**config.mk**
```make
export PLATFORM = sky130hd
export DESIGN_NAME = brushless_commutator_flat
export DESIGN_NICKNAME = d
export VERILOG_FILES = /design/src/rtl/brushless_commutator_pkg.sv /design/src/rtl/brushless_commutator_if.sv /design/src/rtl/brushless_commutator_pwm_gen.sv /design/src/rtl/brushless_commutator.sv /design/src/flat_wrapper.sv
export SDC_FILE = /design/constraint.sdc
export NUM_CORES = 1
export LEC_CHECK = 0
export ABC_AREA = 1
export BUFFER_PORTS_ARGS = -buffer_cell sky130_fd_sc_hd__clkbuf_2
export CAP_MARGIN = 20
export CELL_PAD_IN_SITES_DETAIL_PLACEMENT = 1
export CELL_PAD_IN_SITES_GLOBAL_PLACEMENT = 2
export CORE_UTILIZATION = 29
export CTS_CLUSTER_SIZE = 10
export DETAILED_ROUTE_END_ITERATION = 10
export PLACE_DENSITY_LB_ADDON = 0.3
export SKIP_CTS_REPAIR_TIMING = 1
export SYNTH_ARGS = -nofsm -noshare
export SYNTH_HDL_FRONTEND = slang
export SYNTH_HIERARCHICAL = 1
export SYNTH_SLANG_ARGS = --single-unit
```
**constraint.sdc**
```tcl
create_clock -name clk -period 1.5 [get_ports clk]
set_input_delay 0.075 -clock clk [delete_from_list [all_inputs] [get_ports clk]]
set_output_delay 0.075 -clock clk [all_outputs]
set_load 0.01 [all_outputs]
```
**src/rtl/brushless_commutator_pkg.sv**
```systemverilog
// -----------------------------------------------------------------------------
// brushless_commutator_pkg
// Shared types and helpers for the three-phase commutator:
//   - ctrlState_e  : OFF / RUN / BRAKE controller state
//   - phaseDrive_e : FLOAT / HI / LO / BRK per-phase drive request
//   - phaseSet_t   : drive request for all three phases {grn, ylw, blu}
//   - gatePair_t   : {high, low} gate request pair for one phase
//   - hallValid()  : rejects the two impossible hall codes (000, 111)
//   - hallDecode() : six-step hall code to phase drive table
//   - phaseGates() : phase drive plus PWM level to gate pair
// -----------------------------------------------------------------------------
package brushless_commutator_pkg;

    localparam int PWM_W_DEFAULT = 11;
    localparam int PWM_PERIOD    = 2 ** PWM_W_DEFAULT;

    typedef enum logic [1:0] {
        CTRL_OFF   = 2'd0,
        CTRL_RUN   = 2'd1,
        CTRL_BRAKE = 2'd2
    } ctrlState_e;

    typedef enum logic [1:0] {
        PH_FLOAT = 2'd0,
        PH_HI    = 2'd1,
        PH_LO    = 2'd2,
        PH_BRK   = 2'd3
    } phaseDrive_e;

    typedef struct packed {
        phaseDrive_e grn;
        phaseDrive_e ylw;
        phaseDrive_e blu;
    } phaseSet_t;

    typedef struct packed {
        logic high;
        logic low;
    } gatePair_t;

    function automatic logic hallValid(input logic [2:0] hall);
        return (hall != 3'b000) && (hall != 3'b111);
    endfunction

    // hall is {Grn, Ylw, Blu}; invalid codes leave every phase floating.
    function automatic phaseSet_t hallDecode(input logic [2:0] hall);
        phaseSet_t ps;
        ps = '{PH_FLOAT, PH_FLOAT, PH_FLOAT};
        case (hall)
            3'b101:  ps = '{PH_HI,    PH_LO,    PH_FLOAT};
            3'b100:  ps = '{PH_HI,    PH_FLOAT, PH_LO};
            3'b110:  ps = '{PH_FLOAT, PH_HI,    PH_LO};
            3'b010:  ps = '{PH_LO,    PH_HI,    PH_FLOAT};
            3'b011:  ps = '{PH_LO,    PH_FLOAT, PH_HI};
            3'b001:  ps = '{PH_FLOAT, PH_LO,    PH_HI};
            default: ps = '{PH_FLOAT, PH_FLOAT, PH_FLOAT};
        endcase
        return ps;
    endfunction

    // HI chops the high side with pwm, LO chops the low side; the
    // complementary switch fills the off-time (synchronous rectification).
    function automatic gatePair_t phaseGates(input phaseDrive_e drv, input logic pwm);
        gatePair_t g;
        case (drv)
            PH_HI:   g = '{high: pwm,  low: ~pwm};
            PH_LO:   g = '{high: ~pwm, low: pwm};
            PH_BRK:  g = '{high: 1'b0, low: 1'b1};
            default: g = '{high: 1'b0, low: 1'b0};
        endcase
        return g;
    endfunction

endpackage

```
**src/rtl/brushless_commutator_if.sv**
```systemverilog
// -----------------------------------------------------------------------------
// brushless_commutator_if
// Control/sensor inputs and gate-request outputs of the commutator.
//   en, brake, duty          : drive controls from the motor controller
//   hallGrn/Ylw/Blu          : raw asynchronous hall sensor levels
//   highX/lowX (X=Grn,Ylw,Blu): gate requests to the nonoverlap stages
//   pwm_synch                : one-clock mid-period strobe for the ADC
//   hall_err                 : sticky invalid-hall flag
// master = controller side (drives inputs), slave = commutator side.
// -----------------------------------------------------------------------------
interface brushless_commutator_if
    import brushless_commutator_pkg::*;
#(
    parameter int PWM_W = PWM_W_DEFAULT
) ();

    logic             en;
    logic             brake;
    logic [PWM_W-1:0] duty;
    logic             hallGrn;
    logic             hallYlw;
    logic             hallBlu;
    logic             highGrn;
    logic             lowGrn;
    logic             highYlw;
    logic             lowYlw;
    logic             highBlu;
    logic             lowBlu;
    logic             pwm_synch;
    logic             hall_err;

    modport master (
        output en, brake, duty, hallGrn, hallYlw, hallBlu,
        input  highGrn, lowGrn, highYlw, lowYlw, highBlu, lowBlu, pwm_synch, hall_err
    );

    modport slave (
        input  en, brake, duty, hallGrn, hallYlw, hallBlu,
        output highGrn, lowGrn, highYlw, lowYlw, highBlu, lowBlu, pwm_synch, hall_err
    );

endinterface

```
**src/rtl/brushless_commutator_pwm_gen.sv**
```systemverilog
// -----------------------------------------------------------------------------
// brushless_commutator_pwm_gen
// Free-running 2**PWM_W period counter with a per-period duty latch.
//   clk, rst   : clock, synchronous active-high reset
//   duty       : requested high time in clocks, sampled only at the boundary
//   pwm        : cnt < latched duty (combinational)
//   boundary   : high while cnt is at its last value; the next edge wraps it
//   midPeriod  : high while cnt is at half period
// -----------------------------------------------------------------------------
module brushless_commutator_pwm_gen
    import brushless_commutator_pkg::*;
#(
    parameter int PWM_W = PWM_W_DEFAULT
) (
    input  logic             clk,
    input  logic             rst,
    input  logic [PWM_W-1:0] duty,
    output logic             pwm,
    output logic             boundary,
    output logic             midPeriod
);

    localparam logic [PWM_W-1:0] CNT_LAST = '1;
    localparam logic [PWM_W-1:0] CNT_MID  = {1'b1, {(PWM_W-1){1'b0}}};

    logic [PWM_W-1:0] cnt;
    logic [PWM_W-1:0] dutyLat;

    // NOTE: reset is synchronous (sampled on the clock edge like any other
    // input); every state element uses <= so all flops see pre-edge values.
    always_ff @(posedge clk) begin
        if (rst) begin
            cnt     <= '0;
            dutyLat <= '0;
        end else begin
            cnt <= cnt + PWM_W'(1);
            if (boundary) begin
                dutyLat <= duty;
            end
        end
    end

    assign boundary  = (cnt == CNT_LAST);
    assign midPeriod = (cnt == CNT_MID);
    // Strict compare: duty 0 never high, full-scale duty leaves one low clock.
    assign pwm       = (cnt < dutyLat);

endmodule

```
**src/rtl/brushless_commutator.sv**
```systemverilog
// -----------------------------------------------------------------------------
// brushless_commutator
// Six-step commutation of a three-phase bridge from hall sensors.
//   clk, rst : clock, synchronous active-high reset
//   bus      : brushless_commutator_if.slave (controls, halls, gate requests,
//              pwm_synch, hall_err)
// Halls are double-flopped, then hall code, duty and controller state are
// all captured together at the period boundary so one PWM period always
// runs with one consistent commutation step. All outputs are registered.
// -----------------------------------------------------------------------------
module brushless_commutator
    import brushless_commutator_pkg::*;
#(
    parameter int PWM_W = PWM_W_DEFAULT
) (
    input  logic                   clk,
    input  logic                   rst,
    brushless_commutator_if.slave  bus
);

    logic       pwm;
    logic       boundary;
    logic       midPeriod;

    logic [2:0] hallMeta;
    logic [2:0] hallSync;
    logic [2:0] hallLat;

    ctrlState_e state;
    ctrlState_e stateNext;
    logic       hallErr;
    logic       hallErrNext;

    phaseSet_t  drive;
    gatePair_t  gGrn;
    gatePair_t  gYlw;
    gatePair_t  gBlu;
    logic [5:0] gateQ;
    logic       synchQ;

    brushless_commutator_pwm_gen #(
        .PWM_W     (PWM_W)
    ) u_pwm_gen (
        .clk       (clk),
        .rst       (rst),
        .duty      (bus.duty),
        .pwm       (pwm),
        .boundary  (boundary),
        .midPeriod (midPeriod)
    );

    // Two-flop synchronizer, then per-period hall capture.
    always_ff @(posedge clk) begin
        if (rst) begin
            hallMeta <= '0;
            hallSync <= '0;
            hallLat  <= '0;
        end else begin
            hallMeta <= {bus.hallGrn, bus.hallYlw, bus.hallBlu};
            hallSync <= hallMeta;
            if (boundary) begin
                hallLat <= hallSync;
            end
        end
    end

    always_ff @(posedge clk) begin
        if (rst) begin
            state <= CTRL_OFF;
        end else begin
            state <= stateNext;
        end
    end

    // NOTE: every signal written here gets a default first, so no path
    // leaves one unassigned and no latch is inferred.
    always_comb begin
        stateNext   = state;
        hallErrNext = hallErr;
        if (boundary) begin
            if (!bus.en) begin
                // Going OFF clears the error even if the hall code is bad.
                stateNext   = CTRL_OFF;
                hallErrNext = 1'b0;
            end else if (bus.brake) begin
                stateNext = CTRL_BRAKE;
            end else begin
                stateNext = CTRL_RUN;
                // hallSync is what hallLat becomes at this same edge.
                if (!hallValid(hallSync)) begin
                    hallErrNext = 1'b1;
                end
            end
        end

        drive = '{PH_FLOAT, PH_FLOAT, PH_FLOAT};
        case (state)
            CTRL_RUN:   drive = hallDecode(hallLat);
            CTRL_BRAKE: drive = '{PH_BRK, PH_BRK, PH_BRK};
            default:    drive = '{PH_FLOAT, PH_FLOAT, PH_FLOAT};
        endcase

        gGrn = phaseGates(drive.grn, pwm);
        gYlw = phaseGates(drive.ylw, pwm);
        gBlu = phaseGates(drive.blu, pwm);
    end

    always_ff @(posedge clk) begin
        if (rst) begin
            gateQ   <= '0;
            synchQ  <= 1'b0;
            hallErr <= 1'b0;
        end else begin
            gateQ   <= {gGrn, gYlw, gBlu};
            synchQ  <= midPeriod;
            hallErr <= hallErrNext;
        end
    end

    assign bus.highGrn   = gateQ[5];
    assign bus.lowGrn    = gateQ[4];
    assign bus.highYlw   = gateQ[3];
    assign bus.lowYlw    = gateQ[2];
    assign bus.highBlu   = gateQ[1];
    assign bus.lowBlu    = gateQ[0];
    assign bus.pwm_synch = synchQ;
    assign bus.hall_err  = hallErr;

endmodule

```
**src/flat_wrapper.sv**
```systemverilog
// flat-port wrapper written by rule: the top's interface ports become plain ports
module brushless_commutator_flat import brushless_commutator_pkg::*;
#(
    parameter int PWM_W = PWM_W_DEFAULT
)
  (clk, rst, bus_en, bus_brake, bus_duty, bus_hallGrn, bus_hallYlw, bus_hallBlu, bus_highGrn, bus_lowGrn, bus_highYlw, bus_lowYlw, bus_highBlu, bus_lowBlu, bus_pwm_synch, bus_hall_err);
  brushless_commutator_if #(.PWM_W(PWM_W)) bus_i ();
  input  logic clk;
  input  logic rst;
  input wire logic [$bits(bus_i.en)-1:0] bus_en;
  input wire logic [$bits(bus_i.brake)-1:0] bus_brake;
  input wire logic [$bits(bus_i.duty)-1:0] bus_duty;
  input wire logic [$bits(bus_i.hallGrn)-1:0] bus_hallGrn;
  input wire logic [$bits(bus_i.hallYlw)-1:0] bus_hallYlw;
  input wire logic [$bits(bus_i.hallBlu)-1:0] bus_hallBlu;
  output wire logic [$bits(bus_i.highGrn)-1:0] bus_highGrn;
  output wire logic [$bits(bus_i.lowGrn)-1:0] bus_lowGrn;
  output wire logic [$bits(bus_i.highYlw)-1:0] bus_highYlw;
  output wire logic [$bits(bus_i.lowYlw)-1:0] bus_lowYlw;
  output wire logic [$bits(bus_i.highBlu)-1:0] bus_highBlu;
  output wire logic [$bits(bus_i.lowBlu)-1:0] bus_lowBlu;
  output wire logic [$bits(bus_i.pwm_synch)-1:0] bus_pwm_synch;
  output wire logic [$bits(bus_i.hall_err)-1:0] bus_hall_err;
  assign bus_i.en = bus_en;
  assign bus_i.brake = bus_brake;
  assign bus_i.duty = bus_duty;
  assign bus_i.hallGrn = bus_hallGrn;
  assign bus_i.hallYlw = bus_hallYlw;
  assign bus_i.hallBlu = bus_hallBlu;
  assign bus_highGrn = bus_i.highGrn;
  assign bus_lowGrn = bus_i.lowGrn;
  assign bus_highYlw = bus_i.highYlw;
  assign bus_lowYlw = bus_i.lowYlw;
  assign bus_highBlu = bus_i.highBlu;
  assign bus_lowBlu = bus_i.lowBlu;
  assign bus_pwm_synch = bus_i.pwm_synch;
  assign bus_hall_err = bus_i.hall_err;
  brushless_commutator #(.PWM_W(PWM_W)) u_core (.clk(clk), .rst(rst), .bus(bus_i));
endmodule
```
Yosys cells after proc, flatten, opt, wreduce, memory -nomap -nowiden:

Cells that the tools add are included.

* output and inout port bits: 8
* logic and storage cells: 47
* bits in registers: 41
* input bits: 18

* bitwise logic cells: 1
* order comparisons: 1
* $add $sub $neg: 1
* reductions and logical operators: 3
* multiplexer cells: 10
* eq/ne operators: 22

Operator list (count)
* $pmux W6 S6: 1
* $eq A11 B11 Y1 const B: 2
* $pmux W2 S3: 3
* $eq A2 B2 Y1 const B: 7
* $pmux W6 S2: 1
* $add A11 B1 Y11 const B: 1
* $lt A11 B11 Y1: 1
* $eq A3 B3 Y1 const B: 3
* $eq A2 B1 Y1 const B: 4
* $eq A3 B2 Y1 const B: 2
* $mux W2: 2
* $ne A2 B2 Y1 const B: 2
* $eq A3 B1 Y1 const B: 1
* $mux W1: 3
* $ne A3 B3 Y1 const B: 1
* $reduce_and A3 Y1: 1
* $reduce_bool A3 Y1: 1
* $logic_and A1 B1 Y1: 1
* $not A1 Y1: 1

Depth between registers and ports, before layout:

Gate-level depths: netlist (run 1).

* depth in word-level cells: 5
* mapped depth: 13
* depth with buffers taken out: 13

Modules after synthesis:

The synthesis (run 1) kept the hierarchy.

By module, submodules not included
* brushless_commutator_pwm_gen: times used 1, area each 1226.2 sq um, cells an instance 179, seq. area each 440.4 sq um
* brushless_commutator: times used 1, area each 780.7 sq um, cells an instance 103, seq. area each 380.4 sq um

Least setup slack after synthesis (run 1):

Ideal clock, no wire load.

* path type: reg-to-reg
* start: register u_core.u_pwm_gen.cnt[1]
* end: register u_core.hallErr, in the netlist u_core/bus.hall_err
* library setup time: 0.120 ns
* arrival: 1.493 ns
* required time: 1.380 ns
* path buffers: 1
* cell stages (with the launch flop): 12
* clock period less this slack: 1.613 ns
* setup slack: -0.113 ns
* cells stage by stage: dfxtp_1 > ha_1 > nand2_2 > nor2_4 > nand3_4 > buf_2 > inv_1 > inv_1 > a21oi_1 > nand2_1 > nand2_1 > a21oi_1

* word-level cells in the longest chain between the ends: 2

RTL lines
* start: declaration: line brushless_commutator_pwm_gen.sv:26 `logic [PWM_W-1:0] cnt;`
* start signal: assignment: line brushless_commutator_pwm_gen.sv:36 `cnt <= cnt + PWM_W'(1);`
* $eq A11 B11 Y1: line brushless_commutator_pwm_gen.sv:43 `assign boundary = (cnt == CNT_LAST);`
* via u_core.boundary: line brushless_commutator.sv:22 `logic boundary;`
* $reduce_and A3 Y1 (no source line)
* end signal: assignment: line brushless_commutator.sv:116 `hallErr <= hallErrNext;`
* end: declaration: line brushless_commutator.sv:31 `logic hallErr;`

The timed path passes the listed nets, and every way through them passes these cells.
A chain may end at the register's enable or synchronous reset.

Worst setup path in the final report (run 1):

* start: register u_core.u_pwm_gen.dutyLat[8]
* end: register u_core.gateQ[1]

* word-level cells in the longest chain between the ends: 3

RTL lines
* start: declaration: line brushless_commutator_pwm_gen.sv:27 `logic [PWM_W-1:0] dutyLat;`
* start signal: assignment: line brushless_commutator_pwm_gen.sv:38 `dutyLat <= duty;`
* $lt A11 B11 Y1 (*): line brushless_commutator_pwm_gen.sv:46 `assign pwm = (cnt < dutyLat);`
* via u_core.pwm: line brushless_commutator.sv:21 `logic pwm;`
* $not A1 Y1: line brushless_commutator_pkg.sv:67 `PH_LO: g = '{high: ~pwm, low: pwm};`
* $pmux W2 S3 (*): line brushless_commutator_pkg.sv:65 `case (drv)`
* end signal: assignment: line brushless_commutator.sv:114 `gateQ <= {gGrn, gYlw, gBlu};`
* end: declaration: line brushless_commutator.sv:38 `logic [5:0] gateQ;`

The timed path passes the listed nets; every way through them passes the cells marked *.

==> results of run 1 <==
-- worst max-delay path, delay by kind of cell, from the launching register on --
kind	cells	cell delay, ns
adders and majority gates	1	0.27
buffers and inverters	2	0.15
DFF	1	0.33
and+or+nand+nor	8	0.66
-- worst paths after layout --
kind	endpoint	slack (ns)	cells after the start
max reg2reg	u_core/gateQ[1]	-0.01	11
min reg2reg	u_core/hallSync[2]	0.41	2
min	u_core/u_pwm_gen/dutyLat[0]	0.002	3
max	u_core/gateQ[1]	-0.01	11
-- routing by layer --
layer | share of wire | global-route usage
met1 | 0.50 | 0.1746
met4 | 0.0035 | 0.02773
met5 | 0 | 0
met2 | 0.47 | 0.2111
met3 | 0.026 | 0.03210
-- cell type report --
| cell class | count | area share |
|---|---|---|
| Multi-Input combinational cell | 194 | 0.4486 |
| Inverter | 42 | 0.06003 |
| Sequential cell | 41 | 0.3127 |
| Clock inverter | 3 | 0.006515 |
| Timing Repair Buffer | 47 | 0.1107 |
| Clock buffer | 5 | 0.02559 |
| Tap cell | 77 | 0.03583 |
-- synth_stat cells, types with 2 or more instances --
library cell  instances
a21o_1                2
nor2_4                2
nor2_2                3
nor2_1               55
o21ai_0               6
inv_1                40
nand3_1              20
a21oi_1              16
dfxtp_1              41
a21oi_2               2
o21ai_2               2
ha_1                 14
nand2_1              63
nand2_2               3
buf_2                 3
-- power by group through the flow --
stage	logic (mW)	clock network, mW	registers, mW
floorplan	0.0630	0	1.14
global placement	0.115	0	1.14
detailed placement	0.117	0	1.14
CTS	0.117	0.770	1.11
global route	0.171	0.804	1.12
finish	0.149	0.728	1.12
-- state kept, by name, indices dropped and copies added (netlist names) --
name / cells
u_core/hallLat: 3
u_core/u_pwm_gen/cnt: 11
u_core/bus.hall_err: 1
u_core/bus.pwm_synch: 1
u_core/u_pwm_gen/dutyLat: 11
u_core/gateQ: 6
u_core/hallSync: 3
u_core/hallMeta: 3
u_core/state: 2
-- metrics by stage --
stage               instances  utilization  setup TNS [ns]  hold WS, ns
floorplan                 282            -       -0.002456       0.1343
finish                    409       0.4117        -0.01895     0.001908
CTS                       404       0.3707         -0.9998     -0.04236
global placement          396       0.3575         -0.6784       0.2676
global route              409       0.4117         -0.5560      0.01588
detailed placement        396       0.3575         -0.8477       0.2771
-- cells by family after synthesis --
kind of cell    synth area share
simple gates              0.3161
buf+inv                  0.09538
flops                     0.4090
compound gates           0.08355
fa+ha+maj                0.08728
xor+xnor                0.008730
==> results.tsv, run 1 <==
metric	value	unit
slowest stage cell, crit path	dfxtp_2	
startpoint types	flip-flop	
Synth Cell Area	2007	um^2
largest net degree at the start of global routing	24	
outcome	complete, but fails checks	
die span in y	85.19	um
drt pass-1 iters	4	
Main synth FF type	dfxtp_1	
critical path class	flip-flop to flip-flop	
Buffers on Ports	25	
Crit path largest cell delay	0.33	ns
Peak VDD IR	0.0003799	V
maxcap violations	0	
commonest non-fill, non-tap cells in the layout	57 x nand2_1, 48 x nor2_1, 27 x inv_1, 27 x dfxtp_1, 25 x clkbuf_2	
clock buffer depth	2	
Final HPWL DP	3312	um
final hold viol count	0	
commonest non-fill, non-tap cell in the layout	nand2_1	
Detail Route Antenna Nets	0	
Finish-stage setup viols	2	
Reg power frac	0.560	
htree depth	2	
Filler cells	843	
WL final	4608	um
vias	1799	
period utilization	1.008	
vias in the first global route	1695	
Net Sw Power	0.5016	mW
CORE AREA	6531	um^2
Layout area overhead	33.98	%
share of layout cells above drive strength 1	0.3705	
final setup margin	-0.01147	ns
Post-synth EDFFs	0	
post-synth cell types	25	
synth warn	6	
TritonCTS clock tree	done	
GP Congestion	0.7005	
P_int	1.491	mW
Sink Count	41	
post-route cell area	2689	um^2
Total Routing Usage GR	0.1299	
worst slack, placed	-0.1669	ns
Syn Inst Count	282	
clk slew on worst S/H paths	0.08	ns
max-slew violation count	0	
area occupied by multi-input gates	1206	um^2
RSZ-0062 raised after global routing	yes	
I/O Pins	26	
FF-to-FF Start	u_core/u_pwm_gen/dutyLat[8]	
num rows	29	
Worst Tran Pin Value	0.3831	ns
CP Launch Point	u_core/u_pwm_gen/dutyLat[8]	
combinational share of power	0.075	
Layout Nets	363	
Die W	85.19	um
post-synthesis register bit count	41	
Clock Skew	0.004113	ns
n_diodes	0	
critical path arrival	1.71	ns
switching share of power	0.2517	
leakage power	1.229	nW
post-layout min period	1.511	ns
failing checks	negative setup slack	
critical path required time	1.70	ns
top cell type's share of synthesized area	0.4090	
wire per inst	11.27	um
CP Cell Sequence	inv_2 > ha_4 > nand2_4 > nor2_4 > nand3b_1 > nor2_2 > nor2_4 > inv_2 > nand3_2 > nand2_2 > nor2_2	
Starting Density	0.3073	
FFs w/ async S/R, synth	0	
post-placement cell area	2335	um^2
Power Dens Cells	741.1	nW/um^2
FF+latch area	840.8	um^2
Hold/Removal Path Class	input pin to flip-flop	
Clk Latency, worst-skew pair	0.29	ns
Avg Inst Size Synth	7.117	um^2
relative slew slack	0.7436	
DRC viols	0	
largest fanout on the critical path	4	
initial antenna violation count	0	
Clk pwr share	0.365	
FMAX	661.6	MHz
TritonCTS Buffers	5	
area leader, netlist	dfxtp_1	
hold path startpoint	bus_duty[0]	
DIE AREA	7257	um^2
Remaining Overflow, GRT	0	
Synth area leaders	dfxtp_1 41%, nand2_1 12%, nor2_1 10%, ha_1 8.7%, inv_1 7.5%	
Worst Setup End Kind	flip-flop	
post-layout power	1.993	mW
post-synthesis sequential area ratio	0.4090	
first-pass GRT wire length	7521	um
Synth Net Count	314	
clock root buffer	clkbuf_8	
DRT iter0 DRCs	44	
Via density	4.399	
No activity file was read; power rests on OpenSTA's default activity.
==> inputs of run 2 (changes only) <==
--- a/config.mk
+++ b/config.mk
@@ -6,10 +6,12 @@
 export NUM_CORES = 1
 export LEC_CHECK = 0
 export ABC_AREA = 1
+export ABC_CLOCK_PERIOD_IN_PS = 1500
 export BUFFER_PORTS_ARGS = -buffer_cell sky130_fd_sc_hd__clkbuf_2
 export CAP_MARGIN = 20
 export CELL_PAD_IN_SITES_DETAIL_PLACEMENT = 1
 export CELL_PAD_IN_SITES_GLOBAL_PLACEMENT = 2
+export CORE_ASPECT_RATIO = 0.5
 export CORE_UTILIZATION = 29
 export CTS_CLUSTER_SIZE = 10
 export DETAILED_ROUTE_END_ITERATION = 10
==> results.tsv, run 2 (same netlist as run 1, synthesis figures left out) <==
metric	value	unit
outcome	complete, but fails checks	
failing checks	negative setup slack	
RSZ-0062 raised after global routing	yes	
CORE AREA	6356	um^2
Clock Skew	0.007662	ns
Peak VDD IR	0.0003574	V
worst slack, placed	-0.2065	ns
commonest non-fill, non-tap cell in the layout	nand2_1	
Starting Density	0.3157	
FF-to-FF Start	u_core/u_pwm_gen/dutyLat[8]	
num rows	20	
drt pass-1 iters	4	
largest fanout on the critical path	4	
fin cells	429	
CP Launch Point	u_core/u_pwm_gen/dutyLat[8]	
leakage power	1.313	nW
Net Sw Power	0.5661	mW
critical path arrival	1.70	ns
P_int	2.004	mW
WHS Path Cells	3	
Buffers on Ports	25	
clock root buffer	clkbuf_16	
Finish-stage setup viols	3	
maxcap violations	0	
GP Congestion	0.8169	
htree depth	2	
Remaining Overflow, GRT	0	
DRT iter0 DRCs	65	
final setup margin	-0.02012	ns
die span in y	60.83	um
DRC viols	0	
post-layout min period	1.520	ns
share of layout cells above drive strength 1	0.4194	
max-slew violation count	0	
final hold viol count	0	
flop2flop setup slack	-0.02	ns
TritonCTS Buffers	5	
Layout area overhead	45.95	%
Reg power frac	0.435	
post-layout power	2.570	mW
DIE AREA	7277	um^2
first-pass GRT wire length	8355	um
Util after Layout	0.4608	
Die W	119.6	um
largest net degree at the start of global routing	24	
clk slew on worst S/H paths	0.06	ns
combinational share of power	0.062	
critical path class	flip-flop to flip-flop	
Clk Latency, worst-skew pair	0.29	ns
initial antenna violation count	0	
Clk pwr share	0.503	
Layout Nets	372	
vias	1894	
Power Dens Cells	877.4	nW/um^2
Worst Setup End Kind	flip-flop	
Via density	4.415	
commonest non-fill, non-tap cells in the layout	54 x nand2_1, 49 x nor2_1, 27 x buf_4	
Filler cells	772	
TritonCTS clock tree	done	
relative slew slack	0.7000	
FF+latch area	844.6	um^2
wire per inst	12.98	um
startpoint types	flip-flop	
Hold/Removal Path Class	input pin to flip-flop	
Final HPWL DP	3673	um
worst r2r dst	u_core/gateQ[3]	
dpl cells	412	
vias in the first global route	1851	
Sink Count	41	
Total Routing Usage GR	0.1500	
n_diodes	0	
top flop regs	u_core/u_pwm_gen/cnt x11, u_core/u_pwm_gen/dutyLat x11, u_core/gateQ x6	
period utilization	1.013	
I/O Pins	26	
Worst setup endpoint	u_core/gateQ[3]	
Detail Route Antenna Nets	0	
critical path required time	1.68	ns
Worst Tran Pin Value	0.4483	ns
area occupied by multi-input gates	1254	um^2
clock buffer depth	2	
FMAX	657.8	MHz
Worst Reg-to-Reg Cells	11	
switching share of power	0.2202	
WL final	5570	um
==> run 2: power groups by stage <==
stage / Clock, mW / Sequential, mW / Combinational, mW
after detailed placement: 0 / 1.14 / 0.120
after global placement: 0 / 1.14 / 0.117
after floorplan: 0 / 1.14 / 0.0630
after CTS: 1.33 / 1.11 / 0.122
after global routing: 1.37 / 1.12 / 0.179
final: 1.29 / 1.12 / 0.160
==> run 2: cell type report <==
class | count | share of cell area
Sequential cell | 41 | 0.2883
Timing Repair Buffer | 56 | 0.1290
Inverter | 42 | 0.05681
Clock inverter | 2 | 0.01282
Tap cell | 88 | 0.03759
Multi-Input combinational cell | 194 | 0.4280
Clock buffer | 6 | 0.04742
==> run 2: how the worst min path moves through the flow <==
stage / from / endpoint
after detailed placement: bus_hallYlw / u_core/hallMeta[1]
after global placement: bus_hallBlu / u_core/hallMeta[0]
final: bus_duty[7] / u_core/u_pwm_gen/dutyLat[7]
after floorplan: rst / u_core/u_pwm_gen/cnt[0]
after global routing: bus_duty[9] / u_core/u_pwm_gen/dutyLat[9]
after CTS: bus_hallYlw / u_core/hallMeta[1]
==> run 2: critical path, stage by stage, from the launching register on <==
cell and delay [ns]:
dfxtp_2 0.32, inv_2 0.04, ha_4 0.28, nand2_4 0.05
nor2_4 0.11, nand3b_1 0.11, nor2_2 0.13, nor2_4 0.09
inv_4 0.10, nand3_4 0.08, nand3_2 0.06, nor2_1 0.04
==> run 2: stage by stage <==
step	cell area (um^2)	TNS (ns)	hold slack (ns)
2_1_floorplan	2026	-0.002456	0.1343
3_3_place_gp	2386	-0.8502	0.2701
3_5_place_dp	2386	-1.121	0.2729
4_1_cts	2562	-1.268	-0.03223
5_1_grt	2929	-0.4481	0.01969
6_report	2929	-0.03738	0.007611
==> run 2: layer usage <==
| layer | global-route usage | part of all wire | vias up |
|---|---|---|---|
| met5 | 0 | 0 | - |
| met4 | 0.05357 | 0.017 | 0 |
| met3 | 0.03759 | 0.035 | 12 |
| met2 | 0.2709 | 0.49 | 30 |
| met1 | 0.1791 | 0.46 | 862 |
| li1 | - | - | 990 |
